===== src/rtl/hazard_pkg.sv =====
`default_nettype none
// +----------------------------------------------------------------------------+
// | Package     : hazard_pkg                                                   |
// | Description : Shared types and constants for the pipeline hazard and      |
// |               control unit: forwarding select encoding, control FSM       |
// |               states, register-index width and the forwarding helper.     |
// | Revision    : 1.0  initial release                                         |
// +----------------------------------------------------------------------------+
package hazard_pkg;

  localparam int REG_IDX_W = 5;

  typedef enum logic [1:0] {
    FWD_REGFILE = 2'b00,
    FWD_MEM     = 2'b01,
    FWD_WB      = 2'b10
  } fwd_sel_e;

  typedef enum logic [0:0] {
    RUN      = 1'b0,
    MEM_WAIT = 1'b1
  } hcu_state_e;

  // Operand source for one execute-stage operand. The memory-stage result is
  // younger than the writeback result, so it takes precedence when both match.
  // x0 is hard-wired to zero and must never be forwarded.
  function automatic fwd_sel_e fwd_select(
    input logic [REG_IDX_W-1:0] ex_rs,
    input logic [REG_IDX_W-1:0] mem_rd,
    input logic                 mem_we,
    input logic [REG_IDX_W-1:0] wb_rd,
    input logic                 wb_we
  );
    fwd_sel_e sel;
    sel = FWD_REGFILE;
    if (wb_we && (wb_rd != '0) && (wb_rd == ex_rs)) begin
      sel = FWD_WB;
    end
    if (mem_we && (mem_rd != '0) && (mem_rd == ex_rs)) begin
      sel = FWD_MEM;
    end
    return sel;
  endfunction

endpackage
`default_nettype wire


===== src/rtl/hazard_sat_counter.sv =====
`default_nettype none
// +----------------------------------------------------------------------------+
// | Module      : hazard_sat_counter                                           |
// | Description : Saturating up-counter; holds at all-ones instead of wrapping.|
// | Ports       : clock   - core clock                                         |
// |               reset   - asynchronous active-low reset, clears the count    |
// |               inc_i   - add one this cycle (at most one step per cycle)    |
// |               count_o - current count                                      |
// | Revision    : 1.0  initial release                                         |
// +----------------------------------------------------------------------------+
module hazard_sat_counter #(
  parameter int WIDTH = 32
) (
  input  logic             clock,
  input  logic             reset,
  input  logic             inc_i,
  output logic [WIDTH-1:0] count_o
);

  logic [WIDTH-1:0] count_q;
  logic [WIDTH-1:0] count_d;

  always_comb begin
    count_d = count_q;
    if (inc_i && (count_q != '1)) begin
      count_d = count_q + WIDTH'(1);
    end
  end

  always_ff @(posedge clock or negedge reset) begin
    if (!reset) begin
      count_q <= '0;
    end else begin
      count_q <= count_d;
    end
  end

  assign count_o = count_q;

endmodule
`default_nettype wire


===== src/rtl/hazard_control_unit.sv =====
`default_nettype none
// +----------------------------------------------------------------------------+
// | Module      : hazard_control_unit                                          |
// | Description : Execute-stage hazard control for the 5-stage core: operand   |
// |               forwarding selects, load-use bubbles, taken-branch flushes,  |
// |               full-pipeline freeze while data memory is busy, saturating   |
// |               hazard statistics and a sticky memory-timeout flag.          |
// | Ports       : clock, reset (async active-low)                              |
// |               id*  - decode-stage source registers and their use flags     |
// |               ex*  - execute-stage register fields, load flag, taken flag  |
// |               mem*/wb* - later-stage destinations and write enables,       |
// |                          memory request / ready handshake                  |
// |               forwardA/B - operand select (00 RF, 01 MEM, 10 WB)           |
// |               *Stall/*Flush - pipeline register hold / bubble controls     |
// |               loadUseCount, flushCount, memWaitCount - statistics          |
// |               memTimeout - sticky, set after MAX_WAIT_CYCLES wait cycles   |
// | Revision    : 1.0  initial release                                         |
// +----------------------------------------------------------------------------+
module hazard_control_unit
  import hazard_pkg::*;
#(
  parameter int MAX_WAIT_CYCLES = 255,
  parameter int COUNTER_WIDTH   = 32
) (
  input  logic                     clock,
  input  logic                     reset,
  input  logic [REG_IDX_W-1:0]     idRs1,
  input  logic [REG_IDX_W-1:0]     idRs2,
  input  logic                     idUsesRs1,
  input  logic                     idUsesRs2,
  input  logic [REG_IDX_W-1:0]     exRs1,
  input  logic [REG_IDX_W-1:0]     exRs2,
  input  logic [REG_IDX_W-1:0]     exRd,
  input  logic                     exMemoryReadEnable,
  input  logic                     exPcUpdate,
  input  logic [REG_IDX_W-1:0]     memRd,
  input  logic [REG_IDX_W-1:0]     wbRd,
  input  logic                     memRegisterWriteEnable,
  input  logic                     wbRegisterWriteEnable,
  input  logic                     memRequest,
  input  logic                     memReady,
  output logic [1:0]               forwardA,
  output logic [1:0]               forwardB,
  output logic                     pcStall,
  output logic                     fetchToDecodeStall,
  output logic                     fetchToDecodeFlush,
  output logic                     decodeToExecuteStall,
  output logic                     decodeToExecuteFlush,
  output logic                     executeToMemoryStall,
  output logic [COUNTER_WIDTH-1:0] loadUseCount,
  output logic [COUNTER_WIDTH-1:0] flushCount,
  output logic [COUNTER_WIDTH-1:0] memWaitCount,
  output logic                     memTimeout
);

  localparam int                WAIT_W   = (MAX_WAIT_CYCLES < 1) ? 1 : $clog2(MAX_WAIT_CYCLES + 1);
  localparam logic [WAIT_W-1:0] WAIT_MAX = WAIT_W'(MAX_WAIT_CYCLES);

  hcu_state_e        state_q;
  hcu_state_e        state_d;
  logic [WAIT_W-1:0] wait_q;
  logic [WAIT_W-1:0] wait_d;
  logic              timeout_q;
  logic              timeout_d;

  logic [WAIT_W-1:0] w_wait_inc;
  logic              w_load_use;
  logic              w_mem_busy;
  logic              w_freeze;
  logic              w_ctl_flush;
  logic              w_bubble;
  logic              w_inc_load_use;
  logic              w_inc_flush;
  logic              w_inc_mem_wait;

  // ---------------------------------------------------------------------------
  // Forwarding: purely combinational, independent of FSM state.
  // ---------------------------------------------------------------------------
  assign forwardA = fwd_select(exRs1, memRd, memRegisterWriteEnable, wbRd, wbRegisterWriteEnable);
  assign forwardB = fwd_select(exRs2, memRd, memRegisterWriteEnable, wbRd, wbRegisterWriteEnable);

  // ---------------------------------------------------------------------------
  // Hazard detection
  // ---------------------------------------------------------------------------
  assign w_load_use = exMemoryReadEnable && (exRd != '0) &&
                      ((idUsesRs1 && (idRs1 == exRd)) || (idUsesRs2 && (idRs2 == exRd)));
  assign w_mem_busy = memRequest && !memReady;

  // ---------------------------------------------------------------------------
  // Control FSM next-state and outputs.
  // The release condition of MEM_WAIT (ready or request dropped) is exactly
  // !w_mem_busy, so in both states the freeze tracks w_mem_busy and the
  // non-busy cycle applies the RUN branch/load-use priorities.
  // ---------------------------------------------------------------------------
  always_comb begin
    state_d        = state_q;
    wait_d         = wait_q;
    timeout_d      = timeout_q;
    w_wait_inc     = wait_q;
    w_freeze       = 1'b0;
    w_ctl_flush    = 1'b0;
    w_bubble       = 1'b0;
    w_inc_load_use = 1'b0;
    w_inc_flush    = 1'b0;
    w_inc_mem_wait = 1'b0;

    if (state_q == MEM_WAIT) begin
      w_inc_mem_wait = 1'b1;
      // Saturate the wait counter so a very long wait cannot wrap it.
      w_wait_inc = (wait_q == WAIT_MAX) ? wait_q : (wait_q + WAIT_W'(1));
      if (w_wait_inc == WAIT_MAX) begin
        timeout_d = 1'b1;
      end
      wait_d = w_wait_inc;
    end

    if (w_mem_busy) begin
      w_freeze = 1'b1;
      state_d  = MEM_WAIT;
    end else begin
      state_d = RUN;
      wait_d  = '0;
      if (exPcUpdate) begin
        // The dependent decode instruction is on the wrong path; no bubble.
        w_ctl_flush = 1'b1;
        w_inc_flush = 1'b1;
      end else if (w_load_use) begin
        w_bubble       = 1'b1;
        w_inc_load_use = 1'b1;
      end
    end
  end

  always_ff @(posedge clock or negedge reset) begin
    if (!reset) begin
      state_q   <= RUN;
      wait_q    <= '0;
      timeout_q <= 1'b0;
    end else begin
      state_q   <= state_d;
      wait_q    <= wait_d;
      timeout_q <= timeout_d;
    end
  end

  // Outputs are qualified with reset so asserting it clears every control
  // immediately, even while the memory handshake inputs still show busy.
  assign pcStall              = reset & (w_freeze | w_bubble);
  assign fetchToDecodeStall   = reset & (w_freeze | w_bubble);
  assign fetchToDecodeFlush   = reset & w_ctl_flush;
  assign decodeToExecuteStall = reset & w_freeze;
  assign decodeToExecuteFlush = reset & (w_ctl_flush | w_bubble);
  assign executeToMemoryStall = reset & w_freeze;
  assign memTimeout           = timeout_q;

  // ---------------------------------------------------------------------------
  // Statistics
  // ---------------------------------------------------------------------------
  hazard_sat_counter #(.WIDTH(COUNTER_WIDTH)) u_load_use_cnt (
    .clock   (clock),
    .reset   (reset),
    .inc_i   (w_inc_load_use),
    .count_o (loadUseCount)
  );

  hazard_sat_counter #(.WIDTH(COUNTER_WIDTH)) u_flush_cnt (
    .clock   (clock),
    .reset   (reset),
    .inc_i   (w_inc_flush),
    .count_o (flushCount)
  );

  hazard_sat_counter #(.WIDTH(COUNTER_WIDTH)) u_mem_wait_cnt (
    .clock   (clock),
    .reset   (reset),
    .inc_i   (w_inc_mem_wait),
    .count_o (memWaitCount)
  );

endmodule
`default_nettype wire


===== config.mk =====
export PLATFORM = sky130hd
export DESIGN_NAME = hazard_control_unit
export DESIGN_NICKNAME = d
export VERILOG_FILES = /design/src/rtl/hazard_pkg.sv /design/src/rtl/hazard_sat_counter.sv /design/src/rtl/hazard_control_unit.sv
export SDC_FILE = /design/constraint.sdc
export NUM_CORES = 1
export LEC_CHECK = 0
export BUFFER_PORTS_ARGS = -buffer_cell sky130_fd_sc_hd__buf_4
export CAP_MARGIN = 10
export CORE_MARGIN = 2
export CORE_UTILIZATION = 57
export DETAILED_ROUTE_END_ITERATION = 16
export PLACE_DENSITY = 0.95
export SYNTH_ARGS = -nofsm -noshare
export SYNTH_HDL_FRONTEND = slang
export SYNTH_SLANG_ARGS = --single-unit

===== constraint.sdc =====
create_clock -name clock -period 3.9 [get_ports clock]
set_input_delay 0.39 -clock clock [delete_from_list [all_inputs] [get_ports clock]]
set_output_delay 0.39 -clock clock [all_outputs]
set_load 0.01 [all_outputs]

After elaboration in Yosys (flattened, before gate mapping)
Cells that the tools add are included.
Widths: inputs -> output; s select.
{ "op_classes": {"n_addsub": 4, "reduce_logical": 20, "n_eq_ne": 12, "muxes": 14, "bitwise_logic": 6} }
{ "op_table": {"columns": ["cell", "count"], "rows": [
  ["$add 32x1->32 const B", 3],
  ["$ne 32x32->1 const B", 3],
  ["$eq 5x5->1", 6],
  ["$mux 8", 3],
  ["$eq 8x8->1 const B", 2],
  ["$reduce_bool 5->1", 3],
  ["$logic_and 1x1->1", 14],
  ["$add 8x1->8 const B", 1],
  ["$mux 2", 4],
  ["$mux 1", 7],
  ["$and 1x1->1", 4],
  ["$ne 2x2->1 const B", 1],
  ["$or 1x1->1", 2],
  ["$reduce_and 2->1", 1],
  ["$logic_not 1->1", 1],
  ["$logic_or 1x1->1", 1]
]} }
{ "totals": {"word_cells": 62, "reg_bits": 106} }

Depth between registers and ports, before layout
Gate-level depths: netlist of the first run.
{ "logic_depth": {"depth_word": 9, "ltp_mapped": 8, "mapped_depth_nobuf": 7} }

Cells and area by module
Synthesis of the first run repeated with hierarchy kept, for this count alone.
{ "unflattened": {"cells_unflattened": 575, "hier_area_um2": 5893.2} }
{ "modules_own_cells": {"columns": ["module", "n_inst", "seq_area_each_um2", "cells_each", "area_per_inst_um2"], "rows": [
  ["hazard_sat_counter at u_load_use_cnt ...", 2, 800.8, 151, 1624.1],
  ["hazard_sat_counter at u_flush_cnt", 1, 800.8, 140, 1522.7],
  ["hazard_control_unit", 1, 250.2, 133, 1122.3]
]} }

Least setup slack after synthesis of the first run
Ideal clock, no wire load.
{ "synth_timing": {"path_kind": "register to register", "from": "reg u_load_use_cnt.count_q[0], in the netlist u_load_use_cnt.count_o[0]", "to": "reg u_load_use_cnt.count_q[27], in the netlist u_load_use_cnt.count_o[27]", "synth_period_minus_slack_ps": 2121, "path_buffers": 0, "setup_slack_ps": 1779, "path_stages_with_launch": 7, "arrival_time_ps": 1983, "required_ps": 3762, "path_cell_list": "dfrtp_1 ha_1 nand4_1 or4_1 o311ai_4 nor4_1 xor2_1"} }
{ "synth_between": {"elab_chain_len": 2, "word_cells_on_any_way": 3, "classes_between": "add/sub (1); eq/ne (1); reduce/logical (1)"} }
{ "synth_lines": {"columns": ["element", "line_no", "text"], "rows": [
  ["start, declared", "hazard_sat_counter.sv:20", "logic [WIDTH-1:0] count_q;"],
  ["start signal, assigned", "hazard_sat_counter.sv:34", "count_q <= count_d;"],
  ["branches (longest 2 deep; another with $add 32x1->32)", null, null]
]} }
Several ways; the timed one is not identified.
A chain may end at the register's enable or synchronous reset.

Final worst setup path of the first run
{ "layout_timing": {"from": "reg u_load_use_cnt.count_q[0], in the netlist u_load_use_cnt.count_o[0]", "to": "reg u_load_use_cnt.count_q[12], in the netlist u_load_use_cnt.count_o[12]"} }
Same word-level chain as after synthesis.

==> impl_metrics.yaml, run 1 <==
status:
  status: "finished, final reports clean"
worst_setup_path:
  crit_start: "u_load_use_cnt.count_o[0]$_DFFE_PN0P_"
  rrSetupSlack_ns: 1.35
  timing_worst_setup_path_type: "reg -> reg"
  cp.depth: 6
  crit_path_end: "u_load_use_cnt.count_o[12]$_DFFE_PN0P_"
  critPathTopFamily: "simple AND/OR/NAND/NOR gates"
  cp_cell_sequence: "ha_1 > nand4_1 > nor4_1 > nor3b_4 > and4bb_2 > xor2_1"
  r2r_end: "u_load_use_cnt.count_o[12]$_DFFE_PN0P_"
  path_buf_inv: 0
  critPathMaxStageDelay_ns: 0.61
  crit_required_ns: 4.17
  startpoint_type: "flop"
  r2r_start: "u_load_use_cnt.count_o[0]$_DFFE_PN0P_"
  crit_fanout: 15
  endpoint_kind: "flop"
  slowest_stage: "nor3b_4"
  r2r_cells: 6
  crit_arrival_ns: 2.82
finish:
  layout-drive-gt1-share_pct: 26.3
  register_area_um2: 2650
  area_growth_syn_to_layout_pct: 25.9
  final_cell_area_um2: 7010
  fillers: 721
  multiInputGateArea_um2: 2830
  final_core_util_pct: 72.8
  nets: 753
  diodes: 0
yosys:
  synth_edf_count: 0
  synthDistinctLibCells: 46
  synth_cells: 550
  synth_area_per_cell_um2: 10.1
  syn_nets: 599
  synth-xor-area-share_pct: 20.3
  synth_top_family_by_area: "simple AND/OR/NAND/NOR gates"
  synth.area.top_cells: "dfrtp_1 48%, xnor2_1 11%, xor2_1 9.0%"
  synthFlopType: "dfrtp_1"
  ys_ff_latch: 106
  synthSimpleGateAreaFrac_pct: 25.5
  synthAdderAreaFrac_pct: 0.898
  yosys.area.top_type: "dfrtp_1"
  synth_mux_area_share_pct: 0.988
  syn_area_um2: 5570
  synth_compound_gate_area_share_pct: 3.01
  synth_top_area_share_pct: 47.6
  ys_async_sr_fraction_pct: 100
  yosysSeqAreaShare_pct: 47.6
  ys_warn_count: 0
drt:
  ant_nets: 0
  highest_layer: "met4"
  drt_first_pass_iters: 4
  routedWlPerCell_um: 16.3
  drc: 0
  vias: 4755
  dr_wl_met3_um: 706
  finalWirelength_um: 13700
  viasPerCell: 5.65
  drtIter0Drc: 196
  wl_met2_um: 6970
  drt-met1-wl_um: 5760
timing:
  rsz0062_at_grt: "false"
  finClkSkew_ns: 0.0202
  max_freq_mhz: 393
  maxSlewHeadroom_pct: 46.0
  slew_violations: 0
  finalHoldViolCount: 0
  holdWs_ns: 0.488
  tns_ns: 0
  setup_viol: 0
  fin_crit_ns: 2.55
  tightestPinTransition_ns: 0.804
  fin_ws_ns: 1.35
  fin_crit_sh_pct: 65.3
clock_tree:
  worstSkewPairLatency_ns: 0.38
  clock-root-buffer: "clkbuf_8"
  cts_tree: "done"
  cts_resized: 0
  cts.clk_slew.worst_paths_ns: 0.10
  cts_buffers: 9
  ctsHtreeMaxLevel: 3
  clock_path_buffers: 2
  clkSinkCount: 106
  post_cts_buffers: 0
  cts_hold_buf: 1
placement:
  port_buffers: 151
  dp_slack_ns: 1.36
  place_congestion: 0.878
  dpl.hpwl_um: 10500
  dpl-instance-area_um2: 6820
global_route:
  grt_max_degree: 44
  grt_pass1_wl_um: 22100
  antenna_found_initial: 0
  grt_pass1_vias: 4644
  track_usage_pct: 26.5
  grt_remaining_overflow: 0
worst_hold_path:
  min_from: "memTimeout$_DFFE_PN0P_"
  hp-class: "reg -> reg"
power:
  vdd_drop_max_mv: 0.378
  power.density_nw_per_um2: 329
  power_leakage_uw: 0.00339
floorplan:
  num_io_pins: 152
  die_h_um: 103
  die_x_um: 103
  die_area_um2: 10600
  core-area_um2: 9640
  start_util_pct: 57.8
  rows: 36
flow_run:
  maxCapViolCount: 0
cell usage after synthesis, types with 2 or more instances:
cell type and number:
mux2_2 4, nand3_1 40, or4_1 5, nor3_1 24, xnor2_1 72, and4b_1 2
and2_1 12, o21ai_0 4, inv_1 7, buf_4 2, nand2b_1 2, nand4b_1 3
buf_2 2, or2_2 2, buf_6 2, a21oi_1 7, a31o_2 2, and4_1 7
dfrtp_1 106, xor2_1 57, nand2_1 61, nor4_1 16, ha_1 4, nand4_1 28
and3_1 21, nor2_1 34, clkbuf_1 5
report_power, final:
part | leakage (uW) | internal, uW | switching (uW)
Sequential | 0.00143 | 1170 | 104
Clock | 0.0000924 | 270 | 380
Combinational | 0.00187 | 205 | 183
Total | 0.00339 | 1640 | 667
registers in the layout, indices dropped and copies added, names as in the netlist:
name	cells
u_load_use_cnt.count_o	32
u_flush_cnt.count_o	32
u_mem_wait_cnt.count_o	32
wait_q	8
state_q	1
memTimeout	1
layout by cell type (no fill, tap or decap), drive strengths merged, types with 3 or more instances in the layout:
cell / instances
mux2: 4
and4: 7
ha: 4
nand4: 28
clkbuf: 11
and2: 12
nor3: 24
dfrtp: 106
a21oi: 7
nand4b: 3
xnor2: 72
buf: 153
xor2: 57
nor2: 35
o21ai: 5
nor4: 16
inv: 9
or4: 6
and3: 22
nand2: 61
nand3: 40
cell families (layout without fill, tap and decap cells):
| logic type | Yosys count | after routing |
|---|---|---|
| buf+inv | 18 | 176 |
| mux | 5 | 5 |
| xor+xnor | 129 | 129 |
| flops | 106 | 106 |
| compound gates | 21 | 21 |
| fa+ha+maj | 4 | 4 |
| simple gates | 267 | 267 |
per-layer routing:
metal	vias to the layer above	GRT usage, %
met5	-	0
met4	0	10.5
met3	27	5.02
met2	161	44.5
met1	2333	34.1
li1	2234	-
per-stage QoR:
stage | cells | total power (uW)
floorplan | 550 | 1440
global placement | 825 | 1660
detailed placement | 825 | 1680
CTS | 841 | 2320
global route | 841 | 2410
finish | 841 | 2310
how the worst min path moves through the flow:
stage,end,cells after the start,slack [ns]
3_3_place_gp,u_load_use_cnt.count_o[20]$_DFFE_PN0P_,1,0.39
4_1_cts,memTimeout$_DFFE_PN0P_,1,0.49
2_1_floorplan,memTimeout$_DFFE_PN0P_,0,0.09
6_report,memTimeout$_DFFE_PN0P_,1,0.49
5_1_grt,memTimeout$_DFFE_PN0P_,1,0.51
3_5_place_dp,u_load_use_cnt.count_o[19]$_DFFE_PN0P_,1,0.40
layout make-up:
| type | count | share of cell area, % |
|---|---|---|
| well taps | 133 | 2.37 |
| flip-flops and latches | 106 | 37.8 |
| repair buffers | 154 | 16.5 |
| inverters | 7 | 0.375 |
| clock inverters | 4 | 0.482 |
| multi-input cells | 426 | 40.3 |
| clock buffers | 11 | 2.16 |
No activity file was read; power rests on OpenSTA's default activity.
==> run 2: changes to the inputs <==
--- a/config.mk
+++ b/config.mk
@@ -8,9 +8,9 @@
 export BUFFER_PORTS_ARGS = -buffer_cell sky130_fd_sc_hd__buf_4
 export CAP_MARGIN = 10
 export CORE_MARGIN = 2
-export CORE_UTILIZATION = 57
+export CORE_UTILIZATION = 48
 export DETAILED_ROUTE_END_ITERATION = 16
-export PLACE_DENSITY = 0.95
+export PLACE_DENSITY = 0.88
 export SYNTH_ARGS = -nofsm -noshare
 export SYNTH_HDL_FRONTEND = slang
 export SYNTH_SLANG_ARGS = --single-unit
==> constraint.sdc (replaced) <==
create_clock -name clock -period 2.26 [get_ports clock]
set_input_delay 0.226 -clock clock [delete_from_list [all_inputs] [get_ports clock]]
set_output_delay 0.226 -clock clock [all_outputs]
set_load 0.01 [all_outputs]
==> impl_metrics.yaml, run 2 (synthesis gave the netlist of run 1 again) <==
clock_tree:
  cts_buffers: 9
  ctsHtreeMaxLevel: 3
  cts.clk_slew.worst_paths_ns: 0.07
  cts_tree: "done"
  clock_path_buffers: 2
  clkSinkCount: 106
  worstSkewPairLatency_ns: 0.34
  clock-root-buffer: "clkbuf_16"
worst_setup_path:
  crit_required_ns: 2.47
  critPathMaxStageDelay_ns: 0.55
  crit_arrival_ns: 2.42
  endpoint_kind: "flop"
  crit_fanout: 8
  critPathTopFamily: "simple AND/OR/NAND/NOR gates"
  startpoint_type: "flop"
  timing_worst_setup_path_type: "reg -> reg"
  slowest_stage: "or4_4"
  cp_cell_sequence: "and3_4 > nand3_1 > or4_4 > o311ai_4 > nor3_1 > xor2_1"
  path_buf_inv: 0
finish:
  area_growth_syn_to_layout_pct: 30.3
  layout-drive-gt1-share_pct: 28.6
  diodes: 0
  final_cell_area_um2: 7260
  multiInputGateArea_um2: 2840
  layout_commonest_cell: "buf_4"
  register_area_um2: 2660
  mostFrequentLayoutCells: "169 x buf_4, 104 x dfrtp_1, 72 x xnor2_1"
  final_core_util_pct: 63.8
  finalNonFillerCells: 868
  nets: 769
  fillers: 875
global_route:
  grt_pass1_wl_um: 22500
  grt.met3_usage_pct: 5.23
  met1_usage_pct: 27.6
  track_usage_pct: 21.8
  grtUsageMet2_pct: 37.7
  grt_pass1_vias: 4836
  grt_max_degree: 37
  top_usage_layer: "met2"
  grt_remaining_overflow: 0
  antenna_found_initial: 0
timing:
  tns_ns: 0
  fin_crit_ns: 2.20
  setup_viol: 0
  maxSlewHeadroom_pct: 67.3
  max_freq_mhz: 454
  slew_violations: 0
  fin_crit_sh_pct: 97.4
  finalHoldViolCount: 0
  tightestPinTransition_ns: 0.487
  finClkSkew_ns: 0.0100
power:
  p_clk_share_pct: 33.8
  power.density_nw_per_um2: 601
  p_total_uw: 4360
  power_leakage_uw: 0.00351
  vdd_drop_max_mv: 0.577
  switching_power_uw: 1190
  switching_share_pct: 27.3
  power_frac_comb_pct: 16.1
  seq_power_share_pct: 50.1
  intPower_uw: 3170
placement:
  place_congestion: 0.906
  post-place-cells: 848
  dpl.hpwl_um: 10200
  port_buffers: 151
  dpl-instance-area_um2: 6930
status:
  status: "finished, final reports clean"
drt:
  viasPerCell: 5.44
  routedWlPerCell_um: 15.5
  drtIter0Drc: 247
  ant_nets: 0
  drt_first_pass_iters: 4
  finalWirelength_um: 13400
  vias: 4721
  drc: 0
floorplan:
  num_io_pins: 152
  start_util_pct: 49.0
  die_h_um: 112
  rows: 39
  core-area_um2: 11400
  die_x_um: 112
  die_area_um2: 12500
worst_hold_path:
  hp-class: "in -> reg"
flow_run:
  maxCapViolCount: 0
-- run 2: layout make-up --
cell class | count | area share, %
clock buffer | 11 | 3.34
sequential | 106 | 36.6
clock inverter | 5 | 0.517
inverter | 7 | 0.362
multi-input combinational | 426 | 39.1
tap | 143 | 2.46
timing repair buffer | 170 | 17.6
-- run 2: worst paths after layout --
kind	startpoint	end	slack [ns]	cells past startpoint
setup / recovery	u_load_use_cnt.count_o[12]$_DFFE_PN0P_	u_load_use_cnt.count_o[31]$_DFFE_PN0P_	0.06	6
hold / removal	exPcUpdate	u_flush_cnt.count_o[10]$_DFFE_PN0P_	0.35	5
setup reg to reg	u_load_use_cnt.count_o[12]$_DFFE_PN0P_	u_load_use_cnt.count_o[31]$_DFFE_PN0P_	0.06	6
hold reg to reg	u_flush_cnt.count_o[20]$_DFFE_PN0P_	u_flush_cnt.count_o[20]$_DFFE_PN0P_	0.49	1
max in group asynchronous	reset	u_mem_wait_cnt.count_o[24]$_DFFE_PN0P_	1.09	3
min in group asynchronous	reset	u_flush_cnt.count_o[4]$_DFFE_PN0P_	0.36	2
-- run 2: what timing repair did --
action	in CTS	in global routing
hold buffers	1	0
endpoints found under the hold margin	29	0
setup endpoints to repair	0	11
gates resized for setup	0	5
buffers inserted	0	3
-- run 2: routing by layer --
| layer | wire [um] | vias up | part of all wire [%] |
|---|---|---|---|
| met3 | 771 | 15 | 5.7 |
| met5 | 0 | - | 0 |
| li1 | - | 2266 | - |
| met2 | 6860 | 144 | 51 |
| met4 | 151 | 0 | 1.1 |
| met1 | 5640 | 2296 | 42 |
-- run 2: power groups by stage --
| stage | Clock [uW] | Combinational [uW] | Sequential, uW |
|---|---|---|---|
| floorplan | 0 | 253 | 2240 |
| global placement | 0 | 660 | 2210 |
| detailed placement | 0 | 689 | 2220 |
| CTS | 1510 | 694 | 2190 |
| global route | 1600 | 769 | 2210 |
| finish | 1480 | 701 | 2190 |
-- run 2: worst min-delay path, stage by stage --
cell,delay (ns)
buf_4,0.14
nand2_1,0.07
a31oi_2,0.05
nand3_1,0.09
xnor2_1,0.07
-- run 2: stage by stage --
step	hold slack (ns)	setup slack, ns
after floorplan	-0.0696	0.139
after global placement	0.189	0.220
after detailed placement	0.193	0.0996
after CTS	0.335	0.0726
after global routing	0.351	-0.00538
final	0.352	0.0577
==> run 3: changes to the inputs <==
--- a/config.mk
+++ b/config.mk
@@ -11,6 +11,7 @@
 export CORE_UTILIZATION = 48
 export DETAILED_ROUTE_END_ITERATION = 16
 export PLACE_DENSITY = 0.88
+export REMOVE_ABC_BUFFERS = 1
 export SYNTH_ARGS = -nofsm -noshare
 export SYNTH_HDL_FRONTEND = slang
 export SYNTH_SLANG_ARGS = --single-unit
==> impl_metrics.yaml, run 3 (synthesis gave the netlist of run 1 again) <==
timing:
  finalHoldViolCount: 0
  maxSlewHeadroom_pct: 59.7
  tightestPinTransition_ns: 0.599
  fin_crit_ns: 2.18
  finClkSkew_ns: 0.00976
  max_freq_mhz: 458
  slew_violations: 0
  setup_viol: 0
  fin_crit_sh_pct: 96.6
global_route:
  grtUsageMet2_pct: 35.8
  top_usage_layer: "met2"
  grt_pass1_wl_um: 23100
  grt.met3_usage_pct: 4.46
  grt_remaining_overflow: 0
  antenna_found_initial: 0
  track_usage_pct: 22.4
  grt_max_degree: 43
  met1_usage_pct: 30.2
  grt_pass1_vias: 4912
finish:
  area_growth_syn_to_layout_pct: 31.3
  nets: 777
  final_cell_area_um2: 7310
  mostFrequentLayoutCells: "177 x buf_4, 106 x dfrtp_1, 72 x xnor2_1"
  layout-drive-gt1-share_pct: 29.4
  layout_commonest_cell: "buf_4"
  diodes: 0
flow_run:
  maxCapViolCount: 0
drt:
  routedWlPerCell_um: 15.8
  drt_first_pass_iters: 5
  ant_nets: 0
  viasPerCell: 5.58
  drtIter0Drc: 310
  vias: 4883
  finalWirelength_um: 13900
  drc: 0
status:
  status: "finished, final reports clean"
power:
  power_leakage_uw: 0.00355
  seq_power_share_pct: 50.2
  power_frac_comb_pct: 16.3
  p_clk_share_pct: 33.5
  p_total_uw: 4340
  switching_power_uw: 1200
  switching_share_pct: 27.7
  vdd_drop_max_mv: 0.619
  power.density_nw_per_um2: 593
  intPower_uw: 3140
worst_setup_path:
  crit_fanout: 8
  endpoint_kind: "flop"
  critPathTopFamily: "simple AND/OR/NAND/NOR gates"
  path_buf_inv: 0
  cp_cell_sequence: "and3_1 > nand3_1 > or4_4 > o311ai_4 > nor3_1 > xor2_1"
  crit_arrival_ns: 2.41
  critPathMaxStageDelay_ns: 0.55
  startpoint_type: "flop"
  crit_required_ns: 2.48
  slowest_stage: "or4_4"
  timing_worst_setup_path_type: "reg -> reg"
placement:
  place_congestion: 0.955
  dpl-instance-area_um2: 6930
  dpl.hpwl_um: 10300
  port_buffers: 151
floorplan:
  core-area_um2: 11400
  die_h_um: 112
  rows: 39
  num_io_pins: 152
  die_x_um: 112
  die_area_um2: 12500
  start_util_pct: 49.0
clock_tree:
  cts_tree: "done"
  clock_path_buffers: 2
  worstSkewPairLatency_ns: 0.34
  clkSinkCount: 106
  cts_buffers: 9
  cts.clk_slew.worst_paths_ns: 0.07
  clock-root-buffer: "clkbuf_16"
  ctsHtreeMaxLevel: 3
worst_hold_path:
  hp-class: "in -> async"
-- run 3: layer usage --
layer,vias to the layer above,wire length [um]
li1,2280,-
met1,2385,5860
met2,188,6860
met3,30,873
met4,0,269
met5,-,0
-- run 3: path summary, 6_finish.rpt --
path                                                        start                                      to  slack, ns  cells past startpoint
setup / recovery           u_load_use_cnt.count_o[12]$_DFFE_PN0P_  u_load_use_cnt.count_o[25]$_DFFE_PN0P_       0.08                      6
hold / removal                                              reset  u_load_use_cnt.count_o[24]$_DFFE_PN0P_       0.38                      2
setup reg to reg           u_load_use_cnt.count_o[12]$_DFFE_PN0P_  u_load_use_cnt.count_o[25]$_DFFE_PN0P_       0.08                      6
hold reg to reg               u_flush_cnt.count_o[11]$_DFFE_PN0P_     u_flush_cnt.count_o[11]$_DFFE_PN0P_       0.49                      1
max in group asynchronous                                   reset  u_mem_wait_cnt.count_o[15]$_DFFE_PN0P_       0.98                      3
min in group clock                                     exPcUpdate      u_flush_cnt.count_o[0]$_DFFE_PN0P_       0.39                      4
-- run 3: what timing repair did --
item / in CTS / in global routing
hold buffers: 1 / 0
gates resized for setup: 0 / 6
hold endpoints to repair: 32 / 0
setup endpoints to repair: 0 / 33
setup buffers: 0 / 11
-- run 3: power by group through the flow --
| stage | clock, uW | combinational [uW] | sequential, uW |
|---|---|---|---|
| after detailed placement | 0 | 691 | 2210 |
| after global routing | 1570 | 776 | 2200 |
| after CTS | 1490 | 695 | 2180 |
| final | 1450 | 708 | 2180 |
| after global placement | 0 | 666 | 2200 |
| after floorplan | 0 | 247 | 2240 |
-- run 3: metrics by stage --
stage	hold slack [ns]	utilization (%)	instances	setup WS (ns)	setup TNS (ns)
finish	0.382	64.3	875	0.0768	0
global route	0.389	64.3	875	-0.0360	-0.0804
CTS	0.368	63.4	864	0.0393	0
detailed placement	0.216	60.9	848	0.0686	0
global placement	0.210	60.9	848	0.178	0
floorplan	-0.0696	-	539	0.0166	0
-- run 3: final cells by class --
class | count | area [um^2]
fillers | 886 | 4060
multi-input cells | 426 | 2850
flip-flops and latches | 106 | 2650
repair buffers | 178 | 1340
clock buffers | 9 | 225
well taps | 143 | 179
clock inverters | 6 | 42.5
inverters | 7 | 26.3
